**config.mk**
```make
export PLATFORM = sky130hd
export DESIGN_NAME = pic_init_sequencer
export DESIGN_NICKNAME = d
export VERILOG_FILES = /design/src/rtl/pic_init_sequencer.sv
export SDC_FILE = /design/constraint.sdc
export NUM_CORES = 1
export LEC_CHECK = 0
export CAP_MARGIN = 10
export CORE_ASPECT_RATIO = 1.25
export CORE_MARGIN = 2
export CORE_UTILIZATION = 53
export CTS_BUF_LIST = sky130_fd_sc_hd__clkbuf_8
export DETAILED_ROUTE_END_ITERATION = 16
export HOLD_SLACK_MARGIN = 0.05
export PLACE_DENSITY = 0.79
export SLEW_MARGIN = 20
export SYNTH_ARGS = -nofsm -noshare
export SYNTH_HDL_FRONTEND = slang
export SYNTH_SLANG_ARGS = --single-unit
```
**constraint.sdc**
```tcl
create_clock -name clk -period 2.25 [get_ports clk]
set_clock_uncertainty 0.05 [all_clocks]
set_input_delay 0.675 -clock clk [delete_from_list [all_inputs] [get_ports clk]]
set_output_delay 0.675 -clock clk [all_outputs]
set_load 0.01 [all_outputs]
```
**src/rtl/pic_init_sequencer.sv**
```systemverilog
// 8259A command-word sequencer: synchronises the CPU write strobe and commits ICW1-ICW4 / OCW1-OCW3.
// Define PIC_SEQ_ERR_EN to add the sticky seq_err output that flags ignored writes.
module pic_init_sequencer #(
    parameter int         SYNC_STAGES = 2,
    parameter logic [7:0] IMR_INIT    = 8'h00
) (
    input  logic       clk,
    input  logic       reset_bar,
    input  logic       write_strobe,
    input  logic       A0,
    input  logic [7:0] data_in,
    output logic       init_done,
    output logic [4:0] vector_base,
    output logic       single_mode,
    output logic       ltim,
    output logic [7:0] cascade_cfg,
    output logic       upm,
    output logic       aeoi,
    output logic       master_slave,
    output logic       buf_mode,
    output logic       sfnm,
    output logic [7:0] imr,
    output logic       ocw2_valid,
    output logic [2:0] ocw2_cmd,
    output logic [2:0] ocw2_level,
    output logic       rotate_aeoi,
    output logic       special_mask,
    output logic       read_isr_sel,
`ifdef PIC_SEQ_ERR_EN
    output logic       seq_err,
`endif
    output logic       poll_cmd
);

    typedef enum logic [2:0] {
        WAIT_ICW1,
        WAIT_ICW2,
        WAIT_ICW3,
        WAIT_ICW4,
        READY
    } state_t;

    state_t                 state;
    logic [SYNC_STAGES-1:0] sync;
    logic [SYNC_STAGES-1:0] fill;
    logic                   s_prev;
    logic                   armed;
    logic                   ic4;
    logic [8:0]             hold;
    logic                   s;
    logic                   commit;
    logic                   hold_a0;
    logic [7:0]             hold_d;

    assign s       = sync[SYNC_STAGES-1];
    assign commit  = s_prev & ~s & armed;
    assign hold_a0 = hold[8];
    assign hold_d  = hold[7:0];

    // fill tracks when the last sync stage holds a genuine sample, so a strobe
    // already high at reset release can never arm the commit logic.
    always_ff @(posedge clk or negedge reset_bar) begin
        if (!reset_bar) begin
            sync   <= '0;
            fill   <= '0;
            s_prev <= 1'b0;
            armed  <= 1'b0;
            hold   <= '0;
        end else begin
            sync[0] <= write_strobe;
            fill[0] <= 1'b1;
            for (int i = 1; i < SYNC_STAGES; i++) begin
                sync[i] <= sync[i-1];
                fill[i] <= fill[i-1];
            end
            s_prev <= s;
            if (fill[SYNC_STAGES-1] && !s)
                armed <= 1'b1;
            if (s)
                hold <= {A0, data_in};
        end
    end

    always_ff @(posedge clk or negedge reset_bar) begin
        if (!reset_bar) begin
            state        <= WAIT_ICW1;
            ic4          <= 1'b0;
            init_done    <= 1'b0;
            vector_base  <= '0;
            single_mode  <= 1'b0;
            ltim         <= 1'b0;
            cascade_cfg  <= '0;
            upm          <= 1'b0;
            aeoi         <= 1'b0;
            master_slave <= 1'b0;
            buf_mode     <= 1'b0;
            sfnm         <= 1'b0;
            imr          <= IMR_INIT;
            ocw2_valid   <= 1'b0;
            ocw2_cmd     <= '0;
            ocw2_level   <= '0;
            rotate_aeoi  <= 1'b0;
            special_mask <= 1'b0;
            read_isr_sel <= 1'b0;
            poll_cmd     <= 1'b0;
`ifdef PIC_SEQ_ERR_EN
            seq_err      <= 1'b0;
`endif
        end else begin
            ocw2_valid <= 1'b0;
            poll_cmd   <= 1'b0;
            if (commit) begin
                if (!hold_a0 && hold_d[4]) begin
                    // ICW1 restarts initialisation from any state
                    single_mode  <= hold_d[1];
                    ltim         <= hold_d[3];
                    ic4          <= hold_d[0];
                    vector_base  <= '0;
                    cascade_cfg  <= '0;
                    {sfnm, buf_mode, master_slave, aeoi, upm} <= '0;
                    rotate_aeoi  <= 1'b0;
                    special_mask <= 1'b0;
                    read_isr_sel <= 1'b0;
                    imr          <= IMR_INIT;
                    init_done    <= 1'b0;
                    state        <= WAIT_ICW2;
`ifdef PIC_SEQ_ERR_EN
                    seq_err      <= 1'b0;
`endif
                end else if (hold_a0) begin
                    case (state)
                        WAIT_ICW2: begin
                            vector_base <= hold_d[7:3];
                            if (!single_mode) begin
                                state <= WAIT_ICW3;
                            end else if (ic4) begin
                                state <= WAIT_ICW4;
                            end else begin
                                state     <= READY;
                                init_done <= 1'b1;
                            end
                        end
                        WAIT_ICW3: begin
                            cascade_cfg <= hold_d;
                            if (ic4) begin
                                state <= WAIT_ICW4;
                            end else begin
                                state     <= READY;
                                init_done <= 1'b1;
                            end
                        end
                        WAIT_ICW4: begin
                            {sfnm, buf_mode, master_slave, aeoi, upm} <= hold_d[4:0];
                            state     <= READY;
                            init_done <= 1'b1;
                        end
                        READY: begin
                            imr <= hold_d;
                        end
                        default: begin
`ifdef PIC_SEQ_ERR_EN
                            seq_err <= 1'b1;
`endif
                        end
                    endcase
                end else if (state != READY) begin
`ifdef PIC_SEQ_ERR_EN
                    seq_err <= 1'b1;
`endif
                end else if (!hold_d[3]) begin
                    ocw2_valid <= 1'b1;
                    ocw2_cmd   <= hold_d[7:5];
                    ocw2_level <= hold_d[2:0];
                    if (hold_d[7:5] == 3'b100)
                        rotate_aeoi <= 1'b1;
                    else if (hold_d[7:5] == 3'b000)
                        rotate_aeoi <= 1'b0;
                end else begin
                    if (hold_d[6])
                        special_mask <= hold_d[5];
                    if (hold_d[1])
                        read_isr_sel <= hold_d[0];
                    if (hold_d[2])
                        poll_cmd <= 1'b1;
                end
            end
        end
    end

endmodule

```
==> run summary <==
synth-to-layout area growth: 31.5%
Worst R2R Start: state[0]
syn_area_per_cell: 13.4 µm²
# hold bufs at CTS: 0
Die Y: 80.9 µm
DIE WIDTH: 65.5 µm
Syn Nets: 199
Max stage delay on crit path: 560 ps
worst rel slew slack: 66.5%
status: finished clean
placement row count: 28
max-cap violations: 0
setup slack after layout: 216 ps
die area: 5300 µm²
num ports: 52
Core Region: 4660 µm²
sequential standard cell area: 1480 µm²
period utilisation layout: 90.4%
Pre-antenna DRT Iters: 5
number of I/O port buffers: 51
CTS Sinks: 59
Min-Delay Path Class: input port to asynchronous set/reset pin
H-tree depth: 3
Final nets: 260
worst setup path startpoint: single_mode
WP data required: 1520 ps
cell at the slowest stage of the critical path: clkdlybuf4s50_1
postcts setup bufs: 0
pre-CTS setup slack: 278 ps
setup violators final: 0
hpwl dp: 3850 µm
Crit. End Element: output pin
Mapped Area: 2510 µm²
vias in the first global route: 1757
Clock Latency Late Sink: 340 ps
CTS root buf: clkbuf_8
Distinct cells, synth: 42
Clock Pin Slew Worst Setup and Hold Paths: 70 ps
R2R setup slack: 250 ps
crit-path leading delay family: buffers and inverters
Final min period: 2030 ps
Total Routing Usage GR: 24.1%
#FFs+latches synth: 59
via count: 1731
CP Buf/Inv Count: 1
Slew Viols, Final: 0
Avg WL per Cell: 17.3 µm
Lkg Pwr: 1.41 nW
global route overflow: 0
Seq/Total Area, Yosys: 58.9%
final hold vios: 0
highest-count cells in the layout ignoring fill and taps: dfrtp_1 (59), clkdlybuf4s50_1 (50), mux2_2 (34)
Initial Utilization: 53.8%
Post-Route Setup TNS: 0 ps
Critical Path Fanout Max: 5
VDD IR-drop max: 0.702 mV
CP arrival: 1310 ps
CTS-repair resized insts: 0
global-route wire length before repair: 9230 µm
initial DRC count: 123
post-synthesis cell count: 187
DRT antenna net count: 0
antenna fix cells: 0
Via density: 5.53
worst-path cell chain: clkdlybuf4s50_1
RSZ-0062 raised after global routing: no
fraction of layout cells with a size suffix above 1: 27.3%
CTS Buf Count: 9
CTS tree: built
commonest non-fill, non-tap cell in the layout: dfrtp_1
Multi-input gate area: 955 µm²
Max Fclk: 492 MHz
fill count: 335
initial antenna violation count: 0
largest net degree at the start of global routing: 25
CP Class: flip-flop to output pin
drt total wl: 5430 µm
Max clock buf depth: 2
Power Density: 1120 nW/µm²
worst-margin pin slew: 502 ps
CP Launch Type: flip-flop
routability cong.: 0.827
Yosys warnings: 0
DRC Markers: 0
-- cell families (layout without fill, tap and decap cells) --
kind of cell	count (synthesis)	after routing	synth area share, %
AO/OA/AOI/OAI	35	35	11.4
AND/OR/NAND/NOR	39	39	10.5
other	1	1	0.150
flip-flops	59	59	58.9
buffers and inverters	17	83	3.04
multiplexers	36	36	16.1
-- routing by layer --
layer | track usage [%] | share of wire, %
met5 | 0 | 0
met4 | 11.7 | 2.4
met3 | 5.12 | 4.4
met2 | 36.8 | 51
met1 | 32.8 | 42
-- stage by stage --
step           hold WS (ps)  area (µm²)  power (mW)  util, %  std cells
2_1_floorplan           281        2510        2.19        -        187
3_3_place_gp            283        3120        2.83     66.9        297
3_5_place_dp            291        3120        2.86     66.9        297
4_1_cts                 258        3300        3.73     70.8        313
5_1_grt                 279        3300        3.92     70.8        313
6_report                249        3300        3.70     70.8        313
-- registers in the layout, indices dropped and copies added, names as in the netlist, 2 cells and up --
name and flops:
fill 2, vector_base 5, hold 9, sync 2, imr 8, ocw2_level 3, ocw2_cmd 3, state 3
cascade_cfg 8
-- area by class of cell --
class | instances | share of cell area [%]
clock buffers | 11 | 4.59
flip-flops and latches | 59 | 44.8
repair buffers | 60 | 17.8
inverters | 7 | 0.797
multi-input cells | 111 | 29.0
clock inverters | 5 | 0.835
well taps | 60 | 2.28
-- power breakdown --
group	switching, mW	leakage, nW	internal, mW	total [mW]
combinational	0.470	0.575	0.763	1.23
clock	0.406	0.0949	0.451	0.857
sequential	0.249	0.740	1.36	1.61
-- final timing paths --
| kind | end | cells past startpoint |
|---|---|---|
| worst max register to register | cascade_cfg[5] | 3 |
| worst max-delay path | single_mode | 1 |
| worst min register to register | fill[1] | 0 |
| max in group asynchronous | init_done | 2 |
| worst min-delay path | cascade_cfg[3] | 1 |
| min in group clk | fill[1] | 0 |
-- synthesized netlist by cell type --
| cell | count | share of area (%) |
|---|---|---|
| clkbuf_2 | 1 | 0.20 |
| mux2i_1 | 2 | 0.80 |
| nor2b_1 | 2 | 0.50 |
| o31ai_1 | 2 | 0.60 |
| nor2_1 | 3 | 0.45 |
| a211oi_1 | 2 | 0.60 |
| conb_1 | 1 | 0.15 |
| a21o_1 | 1 | 0.30 |
| buf_6 | 1 | 0.45 |
| o2111ai_1 | 3 | 1.0 |
| and2_1 | 7 | 1.7 |
| a22o_1 | 4 | 1.4 |
| nand3_1 | 4 | 0.80 |
| nand3b_1 | 3 | 0.90 |
| a211oi_4 | 2 | 1.6 |
| nand2b_1 | 2 | 0.50 |
| nand2_1 | 5 | 0.75 |
| and3b_1 | 1 | 0.35 |
| a211oi_2 | 1 | 0.50 |
| nand4bb_1 | 1 | 0.45 |
| nor3b_2 | 1 | 0.50 |
| and4bb_2 | 2 | 1.0 |
| o32a_1 | 1 | 0.40 |
| a21oi_1 | 1 | 0.20 |
| clkbuf_1 | 5 | 0.75 |
| o32ai_1 | 2 | 0.70 |
| o221ai_1 | 1 | 0.35 |
| nand4b_1 | 2 | 0.70 |
| o2bb2ai_1 | 1 | 0.35 |
| o31a_1 | 1 | 0.35 |
| nor3_1 | 2 | 0.40 |
| o41ai_1 | 1 | 0.35 |
| inv_1 | 7 | 1.0 |
| nor2_2 | 1 | 0.25 |
| or3b_4 | 2 | 0.90 |
| buf_2 | 3 | 0.60 |
| o21ai_0 | 10 | 2.0 |
| nor3b_1 | 1 | 0.30 |
| mux2_2 | 34 | 15 |
| a2bb2oi_1 | 1 | 0.35 |
| dfrtp_1 | 59 | 59 |
| o211ai_1 | 1 | 0.30 |
Note: power is estimated with default switching activity, not from simulation.
